[src/rtl/seg_display_arbiter_if.sv]
// Display-sharing bus: three page sources on one side, the
// seven-segment driver word and the grant/done handshake on the other.
interface seg_display_arbiter_if;
    logic [2:0]  req;
    logic [31:0] page0;
    logic [31:0] page1;
    logic [31:0] page2;
    logic [2:0]  grant;
    logic [2:0]  done;
    logic [31:0] disp_word;
    logic        blank;

    modport master (
        output req, page0, page1, page2,
        input  grant, done, disp_word, blank
    );

    modport slave (
        input  req, page0, page1, page2,
        output grant, done, disp_word, blank
    );
endinterface

[src/rtl/seg_display_arbiter.sv]
// Arbitrates the 8-digit display between an alarm page (source 0,
// preemptive) and two round-robin pages (sources 1/2) with a minimum
// dwell per grant.
// Ports: clk, reset (async, active high), bus (slave: req, page0..2 in;
// grant, done, disp_word, blank out, all registered).
module seg_display_arbiter #(
    parameter int DWELL_TICKS = 100_000_000
) (
    input  logic                  clk,
    input  logic                  reset,
    seg_display_arbiter_if.slave  bus
);

    typedef enum logic {IDLE, SHOW} state_t;

    localparam int CW = $clog2(DWELL_TICKS);
    localparam logic [CW-1:0] LAST = CW'(DWELL_TICKS - 1);

    state_t      state_q, state_d;
    logic [CW-1:0] cnt_q, cnt_d;
    logic        rr_q, rr_d;
    logic [2:0]  grant_q, grant_d;
    logic [2:0]  done_q, done_d;
    logic [31:0] disp_word_q, disp_word_d;
    logic        blank_q, blank_d;

    // rr = 0 prefers source 1, rr = 1 prefers source 2.
    function automatic logic [2:0] pick(input logic [2:0] r,
                                        input logic       rr);
        logic [2:0] g;
        g = 3'b000;
        if (r[0])
            g = 3'b001;
        else if (r[1] && r[2])
            g = rr ? 3'b100 : 3'b010;
        else if (r[1])
            g = 3'b010;
        else if (r[2])
            g = 3'b100;
        return g;
    endfunction

    always_comb begin
        rr_d    = rr_q;
        grant_d = grant_q;
        cnt_d   = cnt_q;
        case (state_q)
            IDLE: begin
                grant_d = pick(bus.req, rr_q);
                cnt_d   = '0;
            end
            SHOW: begin
                if (cnt_q == LAST) begin
                    // Completed dwell: hand the RR preference to the
                    // other source before choosing the next owner.
                    if (grant_q[1])
                        rr_d = 1'b1;
                    else if (grant_q[2])
                        rr_d = 1'b0;
                    grant_d = pick(bus.req, rr_d);
                    cnt_d   = '0;
                end else if (bus.req[0] && !grant_q[0]) begin
                    // Preempted source is served first afterwards.
                    rr_d    = grant_q[2];
                    grant_d = 3'b001;
                    cnt_d   = '0;
                end else if ((bus.req & grant_q) == 3'b000) begin
                    grant_d = pick(bus.req, rr_q);
                    cnt_d   = '0;
                end else begin
                    cnt_d = cnt_q + CW'(1);
                end
            end
            default: begin
                grant_d = 3'b000;
                cnt_d   = '0;
            end
        endcase

        state_d = (grant_d == 3'b000) ? IDLE : SHOW;
        blank_d = (grant_d == 3'b000);

        // done is raised for the cycle that holds the final count.
        done_d = 3'b000;
        if (state_d == SHOW && cnt_d == LAST)
            done_d = grant_d;

        disp_word_d = 32'h0;
        unique case (1'b1)
            grant_d[0]: disp_word_d = bus.page0;
            grant_d[1]: disp_word_d = bus.page1;
            grant_d[2]: disp_word_d = bus.page2;
            default:    disp_word_d = 32'h0;
        endcase
    end

    always_ff @(posedge clk or posedge reset) begin
        if (reset) begin
            state_q     <= IDLE;
            cnt_q       <= '0;
            rr_q        <= 1'b0;
            grant_q     <= 3'b000;
            done_q      <= 3'b000;
            disp_word_q <= 32'h0;
            blank_q     <= 1'b1;
        end else begin
            state_q     <= state_d;
            cnt_q       <= cnt_d;
            rr_q        <= rr_d;
            grant_q     <= grant_d;
            done_q      <= done_d;
            disp_word_q <= disp_word_d;
            blank_q     <= blank_d;
        end
    end

    assign bus.grant     = grant_q;
    assign bus.done      = done_q;
    assign bus.disp_word = disp_word_q;
    assign bus.blank     = blank_q;

endmodule

[src/flat_wrapper.sv]
// flat-port wrapper written by rule: the top's interface ports become plain ports
module seg_display_arbiter_flat 
#(
    parameter int DWELL_TICKS = 100_000_000
)
  (clk, reset, bus_req, bus_page0, bus_page1, bus_page2, bus_grant, bus_done, bus_disp_word, bus_blank);
  seg_display_arbiter_if bus_i ();
  input  logic clk;
  input  logic reset;
  input wire logic [$bits(bus_i.req)-1:0] bus_req;
  input wire logic [$bits(bus_i.page0)-1:0] bus_page0;
  input wire logic [$bits(bus_i.page1)-1:0] bus_page1;
  input wire logic [$bits(bus_i.page2)-1:0] bus_page2;
  output wire logic [$bits(bus_i.grant)-1:0] bus_grant;
  output wire logic [$bits(bus_i.done)-1:0] bus_done;
  output wire logic [$bits(bus_i.disp_word)-1:0] bus_disp_word;
  output wire logic [$bits(bus_i.blank)-1:0] bus_blank;
  assign bus_i.req = bus_req;
  assign bus_i.page0 = bus_page0;
  assign bus_i.page1 = bus_page1;
  assign bus_i.page2 = bus_page2;
  assign bus_grant = bus_i.grant;
  assign bus_done = bus_i.done;
  assign bus_disp_word = bus_i.disp_word;
  assign bus_blank = bus_i.blank;
  seg_display_arbiter #(.DWELL_TICKS(DWELL_TICKS)) u_core (.clk(clk), .reset(reset), .bus(bus_i));
endmodule
[config.mk]
export PLATFORM = sky130hd
export DESIGN_NAME = seg_display_arbiter_flat
export DESIGN_NICKNAME = d
export VERILOG_FILES = /design/src/rtl/seg_display_arbiter_if.sv /design/src/rtl/seg_display_arbiter.sv /design/src/flat_wrapper.sv
export SDC_FILE = /design/constraint.sdc
export NUM_CORES = 1
export LEC_CHECK = 0
export BUFFER_PORTS_ARGS = -buffer_cell sky130_fd_sc_hd__buf_2
export CORE_MARGIN = 10
export CORE_UTILIZATION = 48
export CTS_CLUSTER_DIAMETER = 150
export DETAILED_ROUTE_END_ITERATION = 10
export HOLD_SLACK_MARGIN = 0.06
export PLACE_DENSITY = 0.83
export SLEW_MARGIN = 20
export SYNTH_ARGS = -nofsm -noshare
export SYNTH_HDL_FRONTEND = slang
export SYNTH_SLANG_ARGS = --single-unit
export TNS_END_PERCENT = 20
[constraint.sdc]
create_clock -name clk -period 3 [get_ports clk]
set_clock_uncertainty 0.2 [all_clocks]
set_input_delay 0.6 -clock clk [delete_from_list [all_inputs] [get_ports clk]]
set_output_delay 0.6 -clock clk [all_outputs]
set_load 0.02 [all_outputs]
# Yosys cells after proc, flatten, opt, wreduce, memory -nomap -nowiden
# Index checks and enable logic that the tools add are counted.
totals:
  output_inout_bits: 39
  register_bits: 68
op_classes:
  muxes: 25
  eq_ne: 2
  bitwise: 2
  reduce_logical: 8
  addsub: 1
ops:
  columns: ["op", "count"]
  rows:
  - ["32-bit case mux with 3 select lines", 1]
  - ["27-bit two-way mux", 3]
  - ["27-bit equality test (second input constant)", 2]
  - ["27-bit case mux with 2 select lines", 1]
  - ["3-bit two-way mux", 12]
  - ["27-bit by 1-bit adder with 27-bit output (second input constant)", 1]
  - ["1-bit two-way mux", 7]
  - ["3-bit logical NOT", 2]
  - ["3-bit case mux with 2 select lines", 1]
  - ["3-bit AND", 1]
  - ["1-bit logical AND", 3]
  - ["2-bit AND reduction", 1]
  - ["2-bit nonzero test", 1]
  - ["1-bit logical NOT", 1]
  - ["1-bit NOT", 1]

# Longest topological paths before layout
# Gate-level depths: netlist (run 1).
depth:
  word_depth: 13
  depth_mapped: 9
  ltp_nobuf: 7

# Worst setup path after synthesis (run 1)
# Ideal clock, no wire load.
synth_path:
  kind: "flip-flop to flip-flop"
  startpoint: "reg u_core.cnt_q[0]"
  endpoint: "reg u_core.disp_word_q[10] (netlist: u_core.bus.disp_word[10])"
  setup_time_ns: 0.065
  synth_period_minus_slack_ns: 2.579
  arrival_ns: 2.313
  path_slack_ns: 0.421
  path_stages_with_launch: 9
  cell_sequence: "dfrtp_1 ha_1 nand4_1 nor2_1 and3_2 mux2i_1 clkbuf_1 a222oi_1 inv_1"
synth_via:
  elab_chain_cells: 4
synth_rtl:
  columns: ["item", "line", "source"]
  rows:
  - ["from (decl)", "seg_display_arbiter.sv:20", "logic [CW-1:0] cnt_q, cnt_d;"]
  - ["from (signal assigned)", "seg_display_arbiter.sv:108", "cnt_q <= cnt_d;"]
  - ["27-bit equality test", "seg_display_arbiter.sv:53", "if (cnt_q == LAST) begin"]
  - ["3-bit two-way mux", "seg_display_arbiter.sv:53", null]
  - ["3-bit case mux with 2 select lines", "seg_display_arbiter.sv:47", "case (state_q)"]
  - ["32-bit case mux with 3 select lines", "seg_display_arbiter.sv:89", "unique case (1'b1)"]
  - ["via u_core.disp_word_d[10]", "seg_display_arbiter.sv:24", "logic [31:0] disp_word_q, disp_word_d;"]
  - ["to (signal assigned)", "seg_display_arbiter.sv:112", "disp_word_q <= disp_word_d;"]
  - ["to (decl)", "seg_display_arbiter.sv:24", null]
# The timed path passes the listed nets, and every way through them passes these cells.
# A chain may end at the register's enable or synchronous reset.

# Final worst setup path (run 1)
layout_path:
  startpoint: "reg u_core.cnt_q[0]"
  endpoint: "reg u_core.disp_word_q[19] (netlist: u_core.bus.disp_word[19])"
# Same word-level chain as after synthesis.

==> results.yml, run 1 <==
clock_network:
  ctsResizeCount: 0
  root_buffer: "clkbuf_8"
  clockBufferDepth: 2
  cts_buffers: 9
  cts_htree_levels: 3
  cts_hold_buf: 1
  path_clk_slew_ps: 80
  insertion_delay_ps: 350
  cts_tree: "done"
  clock_sinks: 68
  postCtsSetupRepairBufs: 0
sta:
  finalSetupTns_ps: 0
  fin_crit_ps: 2760
  hold_viol_final: 0
  fmax_ghz: 0.362
  fin_crit_sh: 0.920
  maxSlewHeadroom: 0.609
  maxSlewViolCount: 0
  finalSetupViolations: 0
  rsz0062_at_grt: "false"
  max_slew.worst_pin.slew_ps: 582
detailed_routing:
  dr.max_layer_used: "met4"
  first_pass_iters: 7
  drcViolationCount: 0
  vias: 3312
  met3_length_um: 1160
  vias_per_cell: 5.70
  wl_met1_um: 3810
  drtAntennaViolNets: 0
  drt_iter0_drc: 344
  wl_um: 10600
  wl_per_cell_um: 18.3
  met2WireLength_um: 5380
final_layout:
  nets: 582
  final_layout_size_suffix_gt1_frac: 0.381
  syn_to_final_growth_pct: 33.3
  diodes: 0
  final_util: 0.665
worst_setup_path:
  start_kind: "flop"
  worstPathRequired_ps: 3020
  critPathKind: "flop to flop"
  crit_chain: "ha_1 > nand4_1 > nor2_1 > nand3_2 > a31o_1 > buf_4 > a222oi_1 > inv_1"
  critPathMaxFanout: 15
  critPathArrivalTime_ps: 2770
  crit_family: "simple AND/OR/NAND/NOR gates"
  cp_slowest_stage_delay_ps: 440
  crit_buf_inv: 2
  rrSetupSlack_ps: 240
  slowest_stage: "dfrtp_1"
  cp-end-kind: "flop"
outcome:
  outcome: "complete, no violations"
place:
  numPortBuffers: 139
  gp_congestion: 0.891
  hpwlAfterDp_um: 8430
global_route:
  track_usage: 0.191
  antenna_found_initial: 0
  grt-ovfl-total: 0
  grt_pass1_wl_um: 17100
  grt_pass1_vias: 3554
  grt_max_degree: 31
floorplanning:
  die_width_um: 105
  pin_count: 140
  num_rows: 30
  coreArea_um2: 6870
  dieHeight_um: 105
  die_area_um2: 10900
  start_util: 0.499
synth:
  synth_cells: 331
  synth-edff-count: 0
  ys_warn_count: 0
  synthTopCellsByCount: "dfrtp_1, inv_1, a222oi_1"
  synth_top_area_frac: 0.489
  synth_ff_type: "dfrtp_1"
  async_flop_share: 1.00
  ys_top_cells_by_area: "dfrtp_1, a222oi_1, inv_1, xnor2_1, nor2_1"
  synth_nets: 433
  synth_area_um2: 3430
  yosysSeqAreaShare: 0.497
  syn_avg_cell_area_um2: 10.4
  synth_top_area_cell: "dfrtp_1"
  yosysMostFrequentCell: "dfrtp_1"
  ys_seq_elements: 68
  synth.distinct_cells: 55
power:
  pwr_density_cell_nw_per_um2: 579
  power_leakage_nw: 2.29
  ir_worst_vdd_uv: 423
hold_path:
  hold_class: "primary input to flop"
run:
  max_cap_viol_count: 0
-- metrics by stage --
stage / cell area, µm² / setup slack, ps / total power [W] / std cells / hold WS [ps]
after floorplan: 3430 / 421 / 0.00141 / 331 / 295
after global placement: 4300 / 291 / 0.00165 / 564 / 309
after detailed placement: 4300 / 217 / 0.00167 / 564 / 347
after CTS: 4570 / 295 / 0.00266 / 581 / 243
after global routing: 4570 / 67.4 / 0.00276 / 581 / 263
final: 4570 / 241 / 0.00265 / 581 / 254
-- flip-flops by register name, summed over array words and instances, names as in the netlist --
register              count
u_core.bus.blank          1
u_core.bus.done           3
u_core.state_q            1
u_core.rr_q               1
u_core.bus.disp_word     32
u_core.bus.grant          3
u_core.cnt_q             27
-- power by group --
group | switching [W] | internal [W]
clock | 0.000354 | 0.000639
combinational | 0.000362 | 0.000232
sequential | 0.0000464 | 0.00101
-- layer usage --
| layer | GRT usage | up-vias |
|---|---|---|
| met5 | 0 | - |
| met1 | 0.194 | 1589 |
| li1 | - | 1525 |
| met4 | 0.0825 | 0 |
| met3 | 0.0874 | 23 |
| met2 | 0.330 | 175 |
-- cells by family after synthesis --
family | share of synthesized area
xor gates and xnor gates | 0.0613
and+or+nand+nor | 0.194
adders and majority gates | 0.00365
AOI/OAI and AO/OA | 0.162
DFF | 0.497
buffers and inverters | 0.0792
muxes | 0.00292
-- area by class of cell --
type / instances / area [µm²]
sequential: 68 / 1700
timing repair buffer: 157 / 858
tap: 96 / 120
multi-input combinational: 202 / 1470
clock buffer: 10 / 128
fill: 522 / 2300
clock inverter: 6 / 138
inverter: 42 / 158
-- final timing paths --
path	start	endpoint	cells past startpoint
worst min register to register	u_core.cnt_q[0]$_DFF_PP0_	u_core.cnt_q[0]$_DFF_PP0_	1
max in group asynchronous	reset	u_core.cnt_q[5]$_DFF_PP0_	4
worst min-delay path	bus_page2[15]	u_core.bus.disp_word[15]$_DFF_PP0_	3
min in group asynchronous	reset	u_core.cnt_q[25]$_DFF_PP0_	3
worst max-delay path	u_core.cnt_q[0]$_DFF_PP0_	u_core.bus.disp_word[19]$_DFF_PP0_	8
worst max register to register	u_core.cnt_q[0]$_DFF_PP0_	u_core.bus.disp_word[19]$_DFF_PP0_	8
-- cell usage in the layout, fill, tap and decap left out, drive strengths merged, types with 2 or more instances in the layout --
master / count
o21ai: 3
and2: 2
clkbuf: 10
or3: 4
bufinv: 4
a211o: 2
inv: 42
o211a: 2
a21boi: 3
nand3: 15
xor2: 11
clkinv: 2
nand2b: 3
buf: 156
nor3: 4
o211ai: 2
nor2b: 4
xnor2: 13
nand4: 14
or4: 2
and3b: 2
a22oi: 3
dfrtp: 67
nor2: 27
a222oi: 33
nand2: 13
and3: 7
a21oi: 4
nor4: 11
-- worst min-delay path: stages --
cell and delay (ps):
buf_2 70, a222oi_1 50, inv_1 50
Power figures use the tool's default switching activity.
==> run 2: changes to the inputs <==
- CORE_ASPECT_RATIO: not set -> 1.75
==> run 2 against run 1 <==
  * Sequential power barely moved
  * Power up 1.9%
  * Die area rose by 1.2%
  * Setup slack worse by 71 ps
  * Clock-buffer cell count up 5
  * Via count about the same
  * Maximum frequency is 2.5% lower
  * Global-route usage grew 0.75 points
  * First-iteration DRC count increased by 38%
  * Register-to-register slack worse by 70 ps
  * Sequential cell count did not move
==> results.yml, run 2 (synthesized netlist as in run 1, its figures left out) <==
worst_setup_path:
  crit_chain: "or4_4 > nor3_4 > nand3_2 > a31o_1 > buf_4 > a222oi_1 > inv_1"
  crit_family: "simple AND/OR/NAND/NOR gates"
  cp_slowest_stage_delay_ps: 580
  cp-end-kind: "flop"
  crit_buf_inv: 2
  start_kind: "flop"
  critPathArrivalTime_ps: 2830
  slowest_stage: "or4_4"
  critPathKind: "flop to flop"
  critPathMaxFanout: 35
  worstPathRequired_ps: 3000
final_layout:
  final_util: 0.655
  final_area_um2: 4530
  final_common_cell: "buf_2"
  syn_to_final_growth_pct: 32.0
  nFillCells: 519
  instances_no_fill: 560
  final_layout_size_suffix_gt1_frac: 0.368
  final_cell_mix: "buf_2, dfrtp_1, inv_1"
  nets: 572
  largest_reg_flops: 32
  multi_input_area_um2: 1480
  final-seq-area_um2: 1700
floorplanning:
  dieHeight_um: 132
  die_width_um: 83.9
  pin_count: 140
  die_area_um2: 11100
  start_util: 0.496
  coreArea_um2: 6910
  num_rows: 40
run:
  max_cap_viol_count: 0
global_route:
  track_usage: 0.198
  antenna_found_initial: 1
  grt-ovfl-total: 0
  grt_pass1_vias: 3620
  grt_max_degree: 69
  grt_pass1_wl_um: 18000
sta:
  rsz0062_at_grt: "false"
  hold_viol_final: 0
  finalSetupTns_ps: 0
  maxSlewHeadroom: 0.613
  maxSlewViolCount: 0
  max_slew.worst_pin.slew_ps: 576
  fin_crit_ps: 2830
  fin_crit_sh: 0.943
  finalSetupViolations: 0
  fmax_ghz: 0.353
detailed_routing:
  wl_per_cell_um: 19.8
  drcViolationCount: 0
  drt_iter0_drc: 475
  drtAntennaViolNets: 0
  vias: 3315
  vias_per_cell: 5.92
  first_pass_iters: 8
  wl_um: 11100
clock_network:
  cts_buffers: 9
  path_clk_slew_ps: 50
  clockBufferDepth: 2
  clock_sinks: 68
  insertion_delay_ps: 340
  root_buffer: "clkbuf_16"
  cts_htree_levels: 3
  cts_tree: "done"
power:
  p_switching_w: 0.000778
  p_sw_frac: 0.288
  p_seq_frac: 0.393
  comb_power_share: 0.215
  ir_worst_vdd_uv: 514
  cell_internal_pwr_w: 0.00192
  pwr_density_cell_nw_per_um2: 596
  power_leakage_nw: 2.27
  pwr-share-clk: 0.392
hold_path:
  hold_class: "primary input to async pin"
place:
  place_inst: 542
  hpwlAfterDp_um: 8210
  placed_cell_area_um2: 4200
  numPortBuffers: 139
  gp_congestion: 0.906
outcome:
  outcome: "complete, no violations"
## run 2: stage by stage
step                total power [W]  setup slack, ps  hold slack, ps
finish                      0.00270              170             122
detailed placement          0.00165             58.8             334
global placement            0.00163              161             310
global route                0.00281             27.0             164
floorplan                   0.00141              421             295
CTS                         0.00271             68.3             146
## run 2: worst paths after layout
check	endpoint	slack [ps]	depth (start not counted)	startpoint
setup / recovery	u_core.bus.disp_word[30]$_DFF_PP0_	170	7	u_core.cnt_q[11]$_DFF_PP0_
hold / removal	u_core.cnt_q[23]$_DFF_PP0_	120	3	reset
setup reg to reg	u_core.bus.disp_word[30]$_DFF_PP0_	170	7	u_core.cnt_q[11]$_DFF_PP0_
hold reg to reg	u_core.cnt_q[0]$_DFF_PP0_	350	1	u_core.cnt_q[0]$_DFF_PP0_
max in group asynchronous	u_core.bus.blank$_DFF_PP1_	2130	3	reset
min in group clk	u_core.bus.disp_word[29]$_DFF_PP0_	270	3	bus_page2[29]
## run 2: what timing repair did
action                     4_1_cts  5_1_grt
setup endpoints to repair        0       36
hold buffers                     0        0
buffers inserted                 0        1
resized for setup                0        4
## run 2: final cells by class
type	instances	area share
clock inverter	1	0.00663
sequential	68	0.376
tap	84	0.0232
timing repair buffer	147	0.172
inverter	42	0.0348
antenna	1	0.000553
clock buffer	15	0.0591
multi-input combinational	202	0.327
## run 2: power groups by stage
| stage | combinational [W] | sequential (W) | clock [W] |
|---|---|---|---|
| 2_1_floorplan | 0.000229 | 0.00118 | 0 |
| 3_3_place_gp | 0.000564 | 0.00107 | 0 |
| 6_report | 0.000579 | 0.00106 | 0.00106 |
| 5_1_grt | 0.000630 | 0.00107 | 0.00111 |
| 4_1_cts | 0.000583 | 0.00106 | 0.00107 |
| 3_5_place_dp | 0.000580 | 0.00107 | 0 |
## run 2: worst min-delay path: stages
cell    delay [ps]
buf_2          100
inv_2           60
buf_12         300
## run 2: per-layer routing
metal | global-route usage | routed length, µm
met1 | 0.182 | 3710
met2 | 0.360 | 6020
met3 | 0.0848 | 983
met4 | 0.0953 | 376
met5 | 0 | 0
==> run 3: changes to the inputs <==
- CORE_UTILIZATION: 48 -> 44
- PLACE_DENSITY: 0.83 -> 0.8
- clock period: 3 -> 2.4 ns (I/O delays scaled with it)
==> run 3 against run 2 <==
  * The run now ends with setup timing left
  * Core utilization is 1.3 points higher
  * Clock power is 10% higher
  * Critical path depth is the same
  * Critical path type unchanged
  * Cell area rose by 12%
  * Sequential share of layout area is 4.0 points lower
  * Sequential power rose by 25%
  * Register-to-register slack got worse by 340 ps
  * Combinational power rose by 42%
  * Largest power group unchanged
==> results.yml, run 3 (synthesized netlist as in run 1, its figures left out) <==
power:
  ir_worst_vdd_uv: 525
  p_sw_frac: 0.294
  p_switching_w: 0.000976
  p_seq_frac: 0.397
  pwr_density_cell_nw_per_um2: 655
  pwr-share-clk: 0.354
  comb_power_share: 0.248
  power_leakage_nw: 2.61
  cell_internal_pwr_w: 0.00234
final_layout:
  largest_reg_flops: 32
  diodes: 0
  final_layout_size_suffix_gt1_frac: 0.450
  nFillCells: 575
  final_area_um2: 5060
  final_cell_mix: "buf_2, dfrtp_1, buf_4"
  multi_input_area_um2: 1610
  final-seq-area_um2: 1700
  instances_no_fill: 613
  nets: 622
  final_common_cell: "buf_2"
  syn_to_final_growth_pct: 47.6
clock_network:
  cts_buffers: 9
  clock_sinks: 68
  cts_tree: "done"
  clockBufferDepth: 2
  cts_htree_levels: 3
  path_clk_slew_ps: 50
  insertion_delay_ps: 330
  root_buffer: "clkbuf_16"
outcome:
  outcome: "finished, violations left"
  violations: "setup timing"
detailed_routing:
  drt_iter0_drc: 362
  wl_um: 11900
  first_pass_iters: 7
  drtAntennaViolNets: 0
  wl_per_cell_um: 19.4
  vias_per_cell: 5.72
  drcViolationCount: 0
  vias: 3506
global_route:
  grt_util_met2: 0.362
  grt_pass1_vias: 3914
  grt_use_met3: 0.0887
  track_usage: 0.198
  grt.busiest_layer: "met2"
  grt-ovfl-total: 0
  antenna_found_initial: 0
  grt_max_degree: 69
  met1_usage: 0.175
  grt_pass1_wl_um: 18500
floorplanning:
  start_util: 0.453
  dieHeight_um: 137
  pin_count: 140
  die_width_um: 86.7
  die_area_um2: 11900
  coreArea_um2: 7570
  num_rows: 42
sta:
  fmax_ghz: 0.389
  fin_crit_sh: 1.07
  max_slew.worst_pin.slew_ps: 621
  fin_crit_ps: 2570
  hold_viol_final: 0
  finalSetupViolations: 37
  maxSlewHeadroom: 0.581
  finalSetupTns_ps: -3390
  setup_slack_ps: -169
  rsz0062_at_grt: "true"
  maxSlewViolCount: 0
place:
  placed_cell_area_um2: 4580
  pre_cts_ws_ps: -166
  gp_congestion: 0.895
  place_inst: 591
  hpwlAfterDp_um: 8730
  numPortBuffers: 139
worst_setup_path:
  crit_chain: "or4_4 > nor3_4 > nand3_2 > a31o_4 > buf_12 > a222oi_1 > inv_1"
  worstPathRequired_ps: 2390
  slowest_stage: "or4_4"
  critPathMaxFanout: 17
  critPathKind: "flop to flop"
  start_kind: "flop"
  critPathArrivalTime_ps: 2560
  cp_slowest_stage_delay_ps: 540
  cp-end-kind: "flop"
run:
  max_cap_viol_count: 0
hold_path:
  hold_class: "primary input to flop"
-- run 3: cell types whose count changed in the layout (fill, tap and decap cells not counted), moves of 2 or more --
cell      delta
buf_4       +44
nor4_1       -4
buf_12       +3
clkbuf_1     +2
nor4_2       +2
nor4_4       +2
xor2_1       -2
xor2_2       +2
-- run 3: path summary, 6_finish.rpt --
| kind | from | end | slack (ps) | depth (start not counted) |
|---|---|---|---|---|
| max | u_core.cnt_q[11]$_DFF_PP0_ | u_core.bus.disp_word[4]$_DFF_PP0_ | -170 | 7 |
| min | bus_page2[28] | u_core.bus.disp_word[28]$_DFF_PP0_ | 150 | 3 |
| max reg2reg | u_core.cnt_q[11]$_DFF_PP0_ | u_core.bus.disp_word[4]$_DFF_PP0_ | -170 | 7 |
| min reg2reg | u_core.cnt_q[0]$_DFF_PP0_ | u_core.cnt_q[0]$_DFF_PP0_ | 370 | 2 |
| max in group asynchronous | reset | u_core.bus.blank$_DFF_PP1_ | 1080 | 4 |
| min in group asynchronous | reset | u_core.cnt_q[24]$_DFF_PP0_ | 580 | 4 |
-- run 3: timing repair --
item,4_1_cts,5_1_grt
hold buffers,1,0
pin swaps,6,20
gates resized for setup,7,17
cloned,1,0
setup endpoints to repair,37,37
hold endpoints to repair,67,0
buffers inserted,1,4
-- run 3: final cells by class --
type | instances | share of cell area
well taps | 88 | 0.0218
repair buffers | 197 | 0.241
inverters | 42 | 0.0312
flip-flops and latches | 68 | 0.337
clock buffers | 16 | 0.0517
multi-input cells | 202 | 0.318
-- run 3: stage by stage --
| step | total power, W | hold slack [ps] | utilization |
|---|---|---|---|
| 6_report | 0.00332 | 153 | 0.669 |
| 5_1_grt | 0.00347 | 157 | 0.669 |
| 4_1_cts | 0.00333 | 147 | 0.653 |
| 3_5_place_dp | 0.00213 | 358 | 0.605 |
| 3_3_place_gp | 0.00211 | 342 | 0.605 |
| 2_1_floorplan | 0.00177 | 295 | - |
-- run 3: worst max-delay path, delay by kind of cell, from the launching register on --
kind	cells	cell delay, ps
AOI/OAI and AO/OA	2	670
DFF	1	380
buffers and inverters	2	250
and+or+nand+nor	3	930
-- run 3: power by group through the flow --
stage                     logic, W  clock network (W)  registers, W
after floorplan           0.000289                  0       0.00148
after global placement    0.000779                  0       0.00133
after detailed placement  0.000797                  0       0.00133
after global routing      0.000895            0.00125       0.00133
after CTS                 0.000824            0.00119       0.00132
final                     0.000824            0.00117       0.00132
-- run 3: metal layers --
metal  vias up  routed length (µm)  share of wire
met2       162                6570           0.55
met3        30                1040          0.088
met4         0                 345          0.029
li1       1607                   -              -
met5         -                   0              0
met1      1707                3920           0.33
